### src/rtl/hart_sched.sv
// Purpose : per-hart IDLE/ACTIVE/PEND tracker plus round-robin selection of the hart fetched next.
// Latency : events at edge N change state at N and hart_id/issue_en at N+1; hidle/hart_* /acti_cnt are combinational.
// Backpr. : stall freezes hart_id and issue_en (issue_en still drops if the frozen hart is killed or suspended).
//
// Ports:
//   clk, reset          clock, synchronous active-high reset
//   stall               holds the issue selection
//   hstart/hs_id        start an IDLE hart
//   hkill/hk_id         send any hart to IDLE (highest priority)
//   set_pend/sp_id      suspend an ACTIVE hart
//   clr_pend/cp_id      resume a PEND hart
//   hidle               hart hs_id is IDLE (current state, no bypass)
//   hart_id/issue_en    registered issue selection
//   hart_acti/hart_idle per-hart ACTIVE / IDLE flags
//   acti_cnt            number of ACTIVE harts
module hart_sched #(
    parameter int HART_NUM  = 4,
    parameter int HART_ID_W = 2,
    parameter int BOOT_HART = 0
) (
    input  logic                 clk,
    input  logic                 reset,
    input  logic                 stall,
    input  logic                 hstart,
    input  logic [HART_ID_W-1:0] hs_id,
    input  logic                 hkill,
    input  logic [HART_ID_W-1:0] hk_id,
    input  logic                 set_pend,
    input  logic [HART_ID_W-1:0] sp_id,
    input  logic                 clr_pend,
    input  logic [HART_ID_W-1:0] cp_id,
    output logic                 hidle,
    output logic [HART_ID_W-1:0] hart_id,
    output logic                 issue_en,
    output logic [HART_NUM-1:0]  hart_acti,
    output logic [HART_NUM-1:0]  hart_idle,
    output logic [HART_ID_W:0]   acti_cnt
);

    typedef enum logic [1:0] {
        ST_IDLE   = 2'b00,
        ST_ACTIVE = 2'b01,
        ST_PEND   = 2'b10
    } hstate_t;

    hstate_t hstate [HART_NUM];

    logic [HART_NUM-1:0]  hart_pend;
    logic [HART_NUM-1:0]  kill_vec;
    logic [HART_NUM-1:0]  start_vec;
    logic [HART_NUM-1:0]  susp_vec;
    logic [HART_NUM-1:0]  resume_vec;
    logic [HART_NUM-1:0]  cand;
    logic [HART_ID_W-1:0] next_id;
    logic [HART_ID_W-1:0] idx;
    logic                 found;

    // State decode; the unused encoding 2'b11 falls out as IDLE.
    always_comb begin
        hart_acti = '0;
        hart_pend = '0;
        hart_idle = '0;
        for (int i = 0; i < HART_NUM; i++) begin
            hart_acti[i] = (hstate[i] == ST_ACTIVE);
            hart_pend[i] = (hstate[i] == ST_PEND);
            hart_idle[i] = !hart_acti[i] && !hart_pend[i];
        end
    end

    assign hidle = hart_idle[hs_id];

    always_comb begin
        acti_cnt = '0;
        for (int i = 0; i < HART_NUM; i++) begin
            acti_cnt = acti_cnt + {{HART_ID_W{1'b0}}, hart_acti[i]};
        end
    end

    // One-hot event vectors, each already qualified by the source state it acts on.
    always_comb begin
        kill_vec   = '0;
        start_vec  = '0;
        susp_vec   = '0;
        resume_vec = '0;
        if (hkill)
            kill_vec[hk_id] = 1'b1;
        if (hstart && hart_idle[hs_id])
            start_vec[hs_id] = 1'b1;
        if (set_pend && hart_acti[sp_id])
            susp_vec[sp_id] = 1'b1;
        if (clr_pend && hart_pend[cp_id])
            resume_vec[cp_id] = 1'b1;
    end

    // Harts leaving ACTIVE this edge are excluded now; harts entering ACTIVE
    // only show up in hart_acti next cycle, so they join one cycle later.
    assign cand = hart_acti & ~kill_vec & ~susp_vec;

    // Round-robin search starting after the current hart; k == HART_NUM wraps
    // back onto the current hart so it is checked last.
    always_comb begin
        found   = 1'b0;
        next_id = hart_id;
        idx     = hart_id;
        for (int k = 1; k <= HART_NUM; k++) begin
            idx = hart_id + HART_ID_W'(k);
            if (!found && cand[idx]) begin
                found   = 1'b1;
                next_id = idx;
            end
        end
    end

    always_ff @(posedge clk) begin
        if (reset) begin
            for (int i = 0; i < HART_NUM; i++) begin
                hstate[i] <= (i == BOOT_HART) ? ST_ACTIVE : ST_IDLE;
            end
            hart_id  <= HART_ID_W'(BOOT_HART);
            issue_en <= 1'b1;
        end else begin
            // Kill first, then start (IDLE only), suspend (ACTIVE only), resume (PEND only).
            for (int i = 0; i < HART_NUM; i++) begin
                if (kill_vec[i])
                    hstate[i] <= ST_IDLE;
                else if (start_vec[i])
                    hstate[i] <= ST_ACTIVE;
                else if (susp_vec[i])
                    hstate[i] <= ST_PEND;
                else if (resume_vec[i])
                    hstate[i] <= ST_ACTIVE;
            end

            if (!stall) begin
                if (found) begin
                    hart_id  <= next_id;
                    issue_en <= 1'b1;
                end else begin
                    issue_en <= 1'b0;
                end
            end else if (kill_vec[hart_id] || susp_vec[hart_id]) begin
                // Frozen hart leaves ACTIVE under stall: stop claiming a valid issue.
                issue_en <= 1'b0;
            end
        end
    end

endmodule
### config.mk
export PLATFORM = sky130hd
export DESIGN_NAME = hart_sched
export DESIGN_NICKNAME = d
export VERILOG_FILES = /design/src/rtl/hart_sched.sv
export SDC_FILE = /design/constraint.sdc
export NUM_CORES = 1
export LEC_CHECK = 0
export CAP_MARGIN = 20
export CORE_MARGIN = 5
export CORE_UTILIZATION = 50
export CTS_BUF_LIST = sky130_fd_sc_hd__clkbuf_8
export DETAILED_ROUTE_END_ITERATION = 7
export PLACE_DENSITY = 0.82
export SLEW_MARGIN = 20
export SYNTH_ARGS = -nofsm -noshare
export SYNTH_HDL_FRONTEND = slang
export SYNTH_SLANG_ARGS = --single-unit
### constraint.sdc
create_clock -name clk -period 2.7 [get_ports clk]
set_clock_uncertainty 0.2 [all_clocks]
set_input_delay 0.54 -clock clk [delete_from_list [all_inputs] [get_ports clk]]
set_output_delay 0.54 -clock clk [all_outputs]
set_load 0.02 [all_outputs]
=== After elaboration in Yosys (flattened, before gate mapping) ===
Memory sizes are Yosys's and may differ from the RTL's.
Index checks and enable logic that the tools add are counted.

* Magnitude comparators: 12
* Muxes and demuxes: 130
* Add/subtract/negate cells: 6
* Reductions and logical operators: 28
* Bitwise logic cells: 22
* Eq/ne operators: 9

{| class="wikitable"
|+ Operators with widths
! kind !! count
|-
| $mux 1 || 94
|-
| $mux 2 || 19
|-
| $lt 2x3->1 const B || 8
|-
| $bmux 1 s2 || 9
|-
| $mux 4 || 4
|-
| $or 1x1->1 || 16
|-
| $logic_and 1x1->1 || 14
|-
| $logic_not 1->1 || 11
|-
| $and 4x4->4 || 2
|-
| $demux 1 s2 || 4
|-
| $eq 2x1->1 const B || 4
|-
| $eq 2x2->1 const B || 4
|-
| $ge 2x1->1 const B || 4
|-
| $not 4->4 || 2
|-
| $add 2x2->2 const B || 2
|-
| $reduce_and 4->1 || 1
|-
| $add 2x1->3 || 1
|-
| $add 3x1->3 || 1
|-
| $reduce_bool 3->1 || 1
|-
| $add 1x1->2 || 1
|-
| $add 2x1->2 const B || 1
|-
| $ne 2x1->1 const B || 1
|-
| $not 1->1 || 2
|-
| $logic_or 1x1->1 || 1
|}

* Bits in writable memories: 8
* Register bits after elaboration: 3
* Word-level logic and storage cells: 210
* Memories kept: 1

{| class="wikitable"
|+ Memory list
! name !! words !! width !! read ports !! clocked after memory_dff !! wr ports !! line !! text
|-
| hstate || 4 || 2 || 4 || 0 || 4 || 46 || <nowiki>hstate_t hstate [HART_NUM];</nowiki>
|}

=== Logic depth before layout (Yosys ltp) ===
Gate-level depths: netlist of run 1.

* Word-level depth: 22
* Mapped depth: 8
* Depth with buffers taken out: 8

=== Least setup slack after synthesis of run 1 ===
No wires, ideal clock.

* Path type: reg-to-output
* Start: memory hstate[3][1] in the netlist's numbering
* End: output port acti_cnt[1]
* Arrival: 1.958 ns
* Cell stages (with the launch flop): 8
* Path slack: 0.002 ns
* Cell sequence: edfxtp_1 -> inv_1 -> ha_1 -> inv_1 -> fa_1 -> inv_1 -> ha_1 -> ha_1

{| class="wikitable"
|+ RTL lines
! what !! line !! text
|-
| from (decl) || 46 ||
|-
| to (decl) || 37 || <nowiki>output logic [HART_ID_W:0] acti_cnt</nowiki>
|}

==> results of run 1 <==
==> final timing paths <==
check	slack, ps	end
min	460	issue_en
max reg2reg	30	hart_id[1]
min reg2reg	460	issue_en
max	-110	acti_cnt[1]
==> worst max-delay path, cell delays in order, from the launching register on <==
cell and delay (ps):
edfxtp_1 400, inv_2 90, ha_4 130, inv_2 40, fa_1 530, inv_1 50, ha_2 200, ha_4 270
buf_6 110
==> stage by stage <==
stage                     hold slack [ps]  instance area (um2)
final                                 461                 1820
after global routing                  528                 1820
after CTS                             436                 1730
after detailed placement              414                 1660
after global placement                381                 1660
after floorplan                       444                 1130
==> routing by layer <==
metal	part of all wire	vias to the layer above
met3	0.10	19
met4	0.032	0
met1	0.36	656
met2	0.50	102
met5	0	-
li1	-	607
==> placed cells by master, fill, tap and decap left out, types with 3 or more instances in the layout <==
master,netlist,routed
a21oi_1,10,10
and4b_1,3,3
buf_4,0,33
buf_6,1,3
clkbuf_8,0,3
clkdlybuf4s50_1,0,19
dfxtp_1,3,3
dlymetal6s2s_1,0,6
edfxtp_1,8,8
ha_1,10,5
ha_4,0,3
inv_1,15,11
inv_2,0,5
nand2_1,3,3
nand3_1,11,10
nand3b_1,6,6
nor2_1,3,3
nor3_1,10,8
nor4_1,3,3
==> cell type report <==
cell class	count	share of cell area
clock buffer	3	0.0227
clock inverter	1	0.00206
multi-input combinational	96	0.457
tap	28	0.0193
sequential	11	0.165
inverter	15	0.0309
timing repair buffer	62	0.303
==> logic make-up after synthesis <==
group                    Yosys count  share of synthesized area
AND/OR/NAND/NOR                   58                      0.335
AO/OA/AOI/OAI                     22                      0.136
buffers and inverters             19                     0.0695
adder cells (fa/ha/maj)           11                      0.128
flip-flops                        11                      0.265
multiplexers                       5                     0.0673
==> power groups by stage <==
| stage | Sequential (W) | Combinational (W) | Clock [W] |
|---|---|---|---|
| after floorplan | 0.000219 | 0.000182 | 0 |
| after global placement | 0.000221 | 0.000320 | 0 |
| after detailed placement | 0.000223 | 0.000332 | 0 |
| after CTS | 0.000219 | 0.000337 | 0.000173 |
| after global routing | 0.000225 | 0.000394 | 0.000184 |
| final | 0.000222 | 0.000371 | 0.000172 |
==> flip-flops by register name (all words and copies together) (netlist names) <==
register	flops
hart_id	2
hstate	8
issue_en	1
==> timing repair <==
action / in CTS / in global routing
gates cloned: 0 / 0
setup buffers: 1 / 2
hold endpoints to repair: 0 / 0
endpoints found under the setup margin: 5 / 7
resized for setup: 25 / 22
pin swaps: 2 / 4
hold buffers: 0 / 0
==> impl_metrics.csv, run 1 <==
group,metric,value,unit
clock_network,cts_inserted_buffers,3,
power,power.clock.fraction,0.225,
global_route,use_met3,0.0290,
logic_synthesis,synth_async_sr_flop_share,0,
clock_network,cts_htree_levels,1,
sta,finalSetupViolCount,2,
global_route,grt_pass1_vias,1312,
final_layout,multiInputGateArea,831,um2
hold_path,hold_path_depth,3,
sta,report.final.hold_viol_count,0,
final_layout,fraction_of_final_layout_cells_with_drive_strength_greater_than_1,0.324,
routing,route.detailed.vias_per_inst,6.41,
logic_synthesis,synth_nets,152,
hold_path,holdCritPathClass,"flip-flop to flip-flop",
critical_path,timing.critical_path.required,1960,ps
clock_network,cts.clk_slew.worst_paths,60,ps
power,comb_power_share,0.485,
power,pnr_total_power,0.000766,W
die,die-width,57.6,um
critical_path,worstSetupStartpointType,"flip-flop",
critical_path,crit-reg2reg-launch,"hstate[0][0]",
clock_network,cell_at_the_root_of_the_clock_tree,"clkbuf_8",
routing,routed_wire_length_per_instance,18.6,um
routing,drcViolationCount,0,
die,die_height,57.6,um
sta,fmax,356,MHz
hold_path,timing.hold.worst.start,"issue_en",
sta,layout_worst_path_cycle_share,1.04,
global_route,global_route_wire_length_before_repair,6020,um
final_layout,post_layout_nets,215,
global_route,global_route.usage.total,0.231,
logic_synthesis,syn_inst,126,
clock_network,cts_tree,"yes",
final_layout,area_growth,60.3,%
final_layout,regArea,300,um2
critical_path,critical_path.max_fanout,2,
logic_synthesis,synth_flop_cell,"edfxtp_1",
die,die-area,3320,um2
global_route,grt.met1_usage,0.277,
placement,preCtsSetupSlack,-385,ps
logic_synthesis,synth_area,1130,um2
critical_path,rr_worst_depth,9,
logic_synthesis,synth-edff-count,8,
sta,grt_setup_unrepaired,"yes",
critical_path,critical_path_arrival,2070,ps
logic_synthesis,synth_top_cells_by_area,"edfxtp_1 21%, ha_1 11%, dfxtp_1 5.3%, inv_1 5.0%, nand3_1 4.9%",
global_route,grt_start_max_net_pins,17,
sta,setup_tns_after_final_layout,-121,ps
final_layout,final_util,0.830,
logic_synthesis,synth_top_area_frac,0.212,
critical_path,critical_path_start,"hstate[0][1]",
power,intPower,0.000485,W
logic_synthesis,post_synth_most_frequent_cells,"15 x inv_1, 11 x nand3_1, 10 x a21oi_1, 10 x ha_1, 10 x nor3_1",
logic_synthesis,postSynthAreaPerCell,9.01,um2
final_layout,layoutNonFillerInstCount,216,
routing,totalWireLength,4010,um
routing,detail_route.first_pass.iterations,4,
final_layout,fillers,121,
sta,timing.final.crit_period,2810,ps
sta,timing.slew.headroom,0.587,
die,row_count,17,
critical_path,critical_path_class,"flip-flop to output port",
placement,final_weighted_congestion_of_routability_driven_global_placement,0.922,
logic_synthesis,yosysWarnings,0,
power,sw_frac_of_total,0.367,
placement,io_buffer_count,29,
run,maxcap_violations,0,
critical_path,setup_crit_end_kind,"output port",
sta,report.final.slew_viol_count,0,
die,initial_utilization,0.518,
die,pin_count,30,
sta,tightest_slew,618,ps
logic_synthesis,cell_type_with_the_highest_aggregate_area_in_the_netlist,"edfxtp_1",
logic_synthesis,netlist-cell-type-count,44,
logic_synthesis,cell_with_the_most_instances_after_synthesis,"inv_1",
die,design.core.area,2190,um2
global_route,busiest_layer,"met2",
power,power.switching,0.000281,W
routing,initial_drc_count,104,
global_route,antenna_found_initial,0,
global_route,met2_usage,0.424,
power,p_per_area,421,nW/um2
power,power.leakage,0.805,nW
power,vdd_drop_max,0.000317,V
global_route,globalRouteOverflowTotal,0,
logic_synthesis,synth.yosys.seq_area_share,0.265,
outcome,violations_in_the_final_reports,"negative setup slack",
power,fraction_of_power_consumed_by_sequential_logic,0.290,
logic_synthesis,yosys_register_bits,11,
placement,place_inst,209,
routing,detailroute.via_count,1384,
sta,postLayoutSetupSlackWorst,-110,ps
placement,half_perimeter_wire_length_after_detailed_placement,2760,um
clock_network,numClockSinks,11,
final_layout,insertedDiodeCount,0,
clock_network,source_to_sink_clock_delay_at_the_later_pin_of_the_worst_skew_pair,240,ps
routing,route.antenna.remaining_nets,0,
clock_network,cts_max_path_buffers,2,
outcome,outcome,"finished, violations left",
(Power assumes the default switching activity.)
==> run 2, diff against run 1 <==
- MAX_ROUTING_LAYER: not set -> met4
==> impl_metrics.csv, run 2 (synthesis gave the netlist of run 1 again) <==
group,metric,value,unit
final_layout,largest-register,"hstate",
clock_network,source_to_sink_clock_delay_at_the_later_pin_of_the_worst_skew_pair,250,ps
power,power.switching,0.000280,W
critical_path,regToRegSetupSlack,40,ps
routing,drcViolationCount,0,
sta,fmax,356,MHz
final_layout,area_growth,60.3,%
critical_path,critical_path_buf_inv_count,4,
clock_network,numClockSinks,11,
final_layout,largest_reg_flops,8,
die,die_height,57.6,um
outcome,outcome,"finished, violations left",
final_layout,layout.cells.most_common,"buf_4",
power,p_per_area,421,nW/um2
clock_network,cts_max_path_buffers,2,
run,maxcap_violations,0,
global_route,grt_start_max_net_pins,17,
final_layout,post_layout_nets,215,
critical_path,critical_path.top_delay_family,"adder cells",
critical_path,setup_crit_end_kind,"output port",
routing,routed_wire_length_per_instance,18.6,um
final_layout,top_regs,"hstate: 8 flops, hart_id: 2 flops, issue_en: 1 flops",
clock_network,cts_inserted_buffers,3,
sta,finalSetupViolCount,2,
placement,half_perimeter_wire_length_after_detailed_placement,2760,um
placement,placed_cell_area,1660,um2
critical_path,timing.critical_path.to,"acti_cnt[1]",
die,die-width,57.6,um
power,comb_power_share,0.485,
hold_path,holdCritPathClass,"flip-flop to flip-flop",
sta,layout_worst_path_cycle_share,1.04,
final_layout,insertedDiodeCount,0,
die,pin_count,30,
sta,report.final.hold_viol_count,0,
clock_network,holdBufCountCts,0,
power,sw_frac_of_total,0.366,
critical_path,critical_path_start,"hstate[0][1]",
placement,io_buffer_count,29,
critical_path,timing.critical_path.slowest_cell_delay,530,ps
critical_path,timing.critical_path.required,1960,ps
routing,detailroute.via_count,1377,
sta,report.final.slew_viol_count,0,
power,fraction_of_power_consumed_by_sequential_logic,0.291,
sta,timing.slew.headroom,0.576,
critical_path,rr_worst_depth,9,
sta,tightest_slew,634,ps
power,power.leakage,0.805,nW
placement,final_weighted_congestion_of_routability_driven_global_placement,0.938,
routing,route.antenna.remaining_nets,0,
critical_path,critical_path_arrival,2070,ps
power,vdd_drop_max,0.000314,V
critical_path,r2r-end,"hart_id[1]",
power,intPower,0.000485,W
outcome,violations_in_the_final_reports,"negative setup slack",
critical_path,worstSetupPathDepth,8,
clock_network,cts_tree,"yes",
global_route,antenna_found_initial,0,
global_route,global_route_wire_length_before_repair,6020,um
clock_network,cts.clk_slew.worst_paths,50,ps
critical_path,worstSetupStartpointType,"flip-flop",
die,die-area,3320,um2
die,design.core.area,2190,um2
routing,detail_route.first_pass.iterations,4,
power,power.clock.fraction,0.224,
global_route,globalRouteOverflowTotal,0,
critical_path,critical_path.max_fanout,2,
die,row_count,17,
critical_path,crit-reg2reg-launch,"hstate[0][0]",
final_layout,finish.instance_area,1820,um2
final_layout,fraction_of_final_layout_cells_with_drive_strength_greater_than_1,0.324,
sta,hold-worst-slack,447,ps
critical_path,critical_path_class,"flip-flop to output port",
routing,initial_drc_count,102,
final_layout,most-common-layout-cells,"33 x buf_4, 19 x clkdlybuf4s50_1, 11 x inv_1",
global_route,grt_pass1_vias,1312,
global_route,global_route.usage.total,0.237,
clock_network,cts_htree_levels,1,
critical_path,crit_chain,"inv_2 > ha_4 > inv_2 > fa_1 > inv_1 > ha_2 > ha_4 > buf_6",
clock_network,cell_at_the_root_of_the_clock_tree,"clkbuf_8",
critical_path,critical_path.slowest_cell,"fa_1",
sta,postLayoutSetupSlackWorst,-108,ps
die,initial_utilization,0.518,
sta,grt_setup_unrepaired,"yes",
routing,totalWireLength,4020,um
routing,route.detailed.vias_per_inst,6.38,
sta,timing.final.crit_period,2810,ps
[run 2: cell counts in the layout (fill, tap and decap cells not counted)]
No cell type changed its count.
[run 2: final cells by class]
cell class | instances | area, um2
tap | 28 | 35.0
sequential | 11 | 300
multi-input combinational | 96 | 831
timing repair buffer | 62 | 552
inverter | 15 | 56.3
clock buffer | 3 | 41.3
fill | 121 | 372
clock inverter | 1 | 3.75
[run 2: routing by layer]
layer / wire length [um] / share of wire / global-route usage
met4: 157 / 0.039 / 0.0695
met1: 1520 / 0.38 / 0.277
met3: 370 / 0.092 / 0.0290
met5: 0 / 0 / -
met2: 1970 / 0.49 / 0.424
[run 2: through the flow]
| stage | power [W] | instances | setup WS (ps) | TNS, ps | utilization |
|---|---|---|---|---|---|
| CTS | 0.000729 | 214 | -95.5 | -102 | 0.791 |
| detailed placement | 0.000555 | 209 | -385 | -1570 | 0.759 |
| floorplan | 0.000401 | 126 | 2.28 | 0 | - |
| global placement | 0.000541 | 209 | -267 | -1190 | 0.759 |
| global route | 0.000803 | 216 | -152 | -237 | 0.830 |
| finish | 0.000765 | 216 | -108 | -117 | 0.830 |
[run 2: power groups by stage]
stage / combinational, W / clock (W) / sequential (W)
2_1_floorplan: 0.000182 / 0 / 0.000219
3_3_place_gp: 0.000320 / 0 / 0.000221
3_5_place_dp: 0.000332 / 0 / 0.000223
4_1_cts: 0.000337 / 0.000173 / 0.000219
5_1_grt: 0.000394 / 0.000184 / 0.000225
6_report: 0.000371 / 0.000171 / 0.000222
[run 2: worst min-delay path by stage]
stage / from / end / depth (start not counted)
2_1_floorplan: reset / issue_en / 1
3_3_place_gp: issue_en / issue_en / 3
3_5_place_dp: issue_en / issue_en / 3
4_1_cts: issue_en / issue_en / 3
5_1_grt: issue_en / issue_en / 3
6_report: issue_en / issue_en / 3
[run 2: worst reg2reg max path: cells and delay by family, from the launching register on]
kind | cells | cell delay [ps]
compound gates | 1 | 240
fa+ha+maj | 1 | 200
buf+inv | 2 | 260
flops | 1 | 440
mux | 1 | 280
simple gates | 4 | 950
[run 2: repair_timing]
action,in CTS,in global routing
hold endpoints to repair,0,0
gates resized for setup,25,22
cloned,0,0
pin swaps,2,4
buffers inserted,1,2
endpoints found under the setup margin,5,7
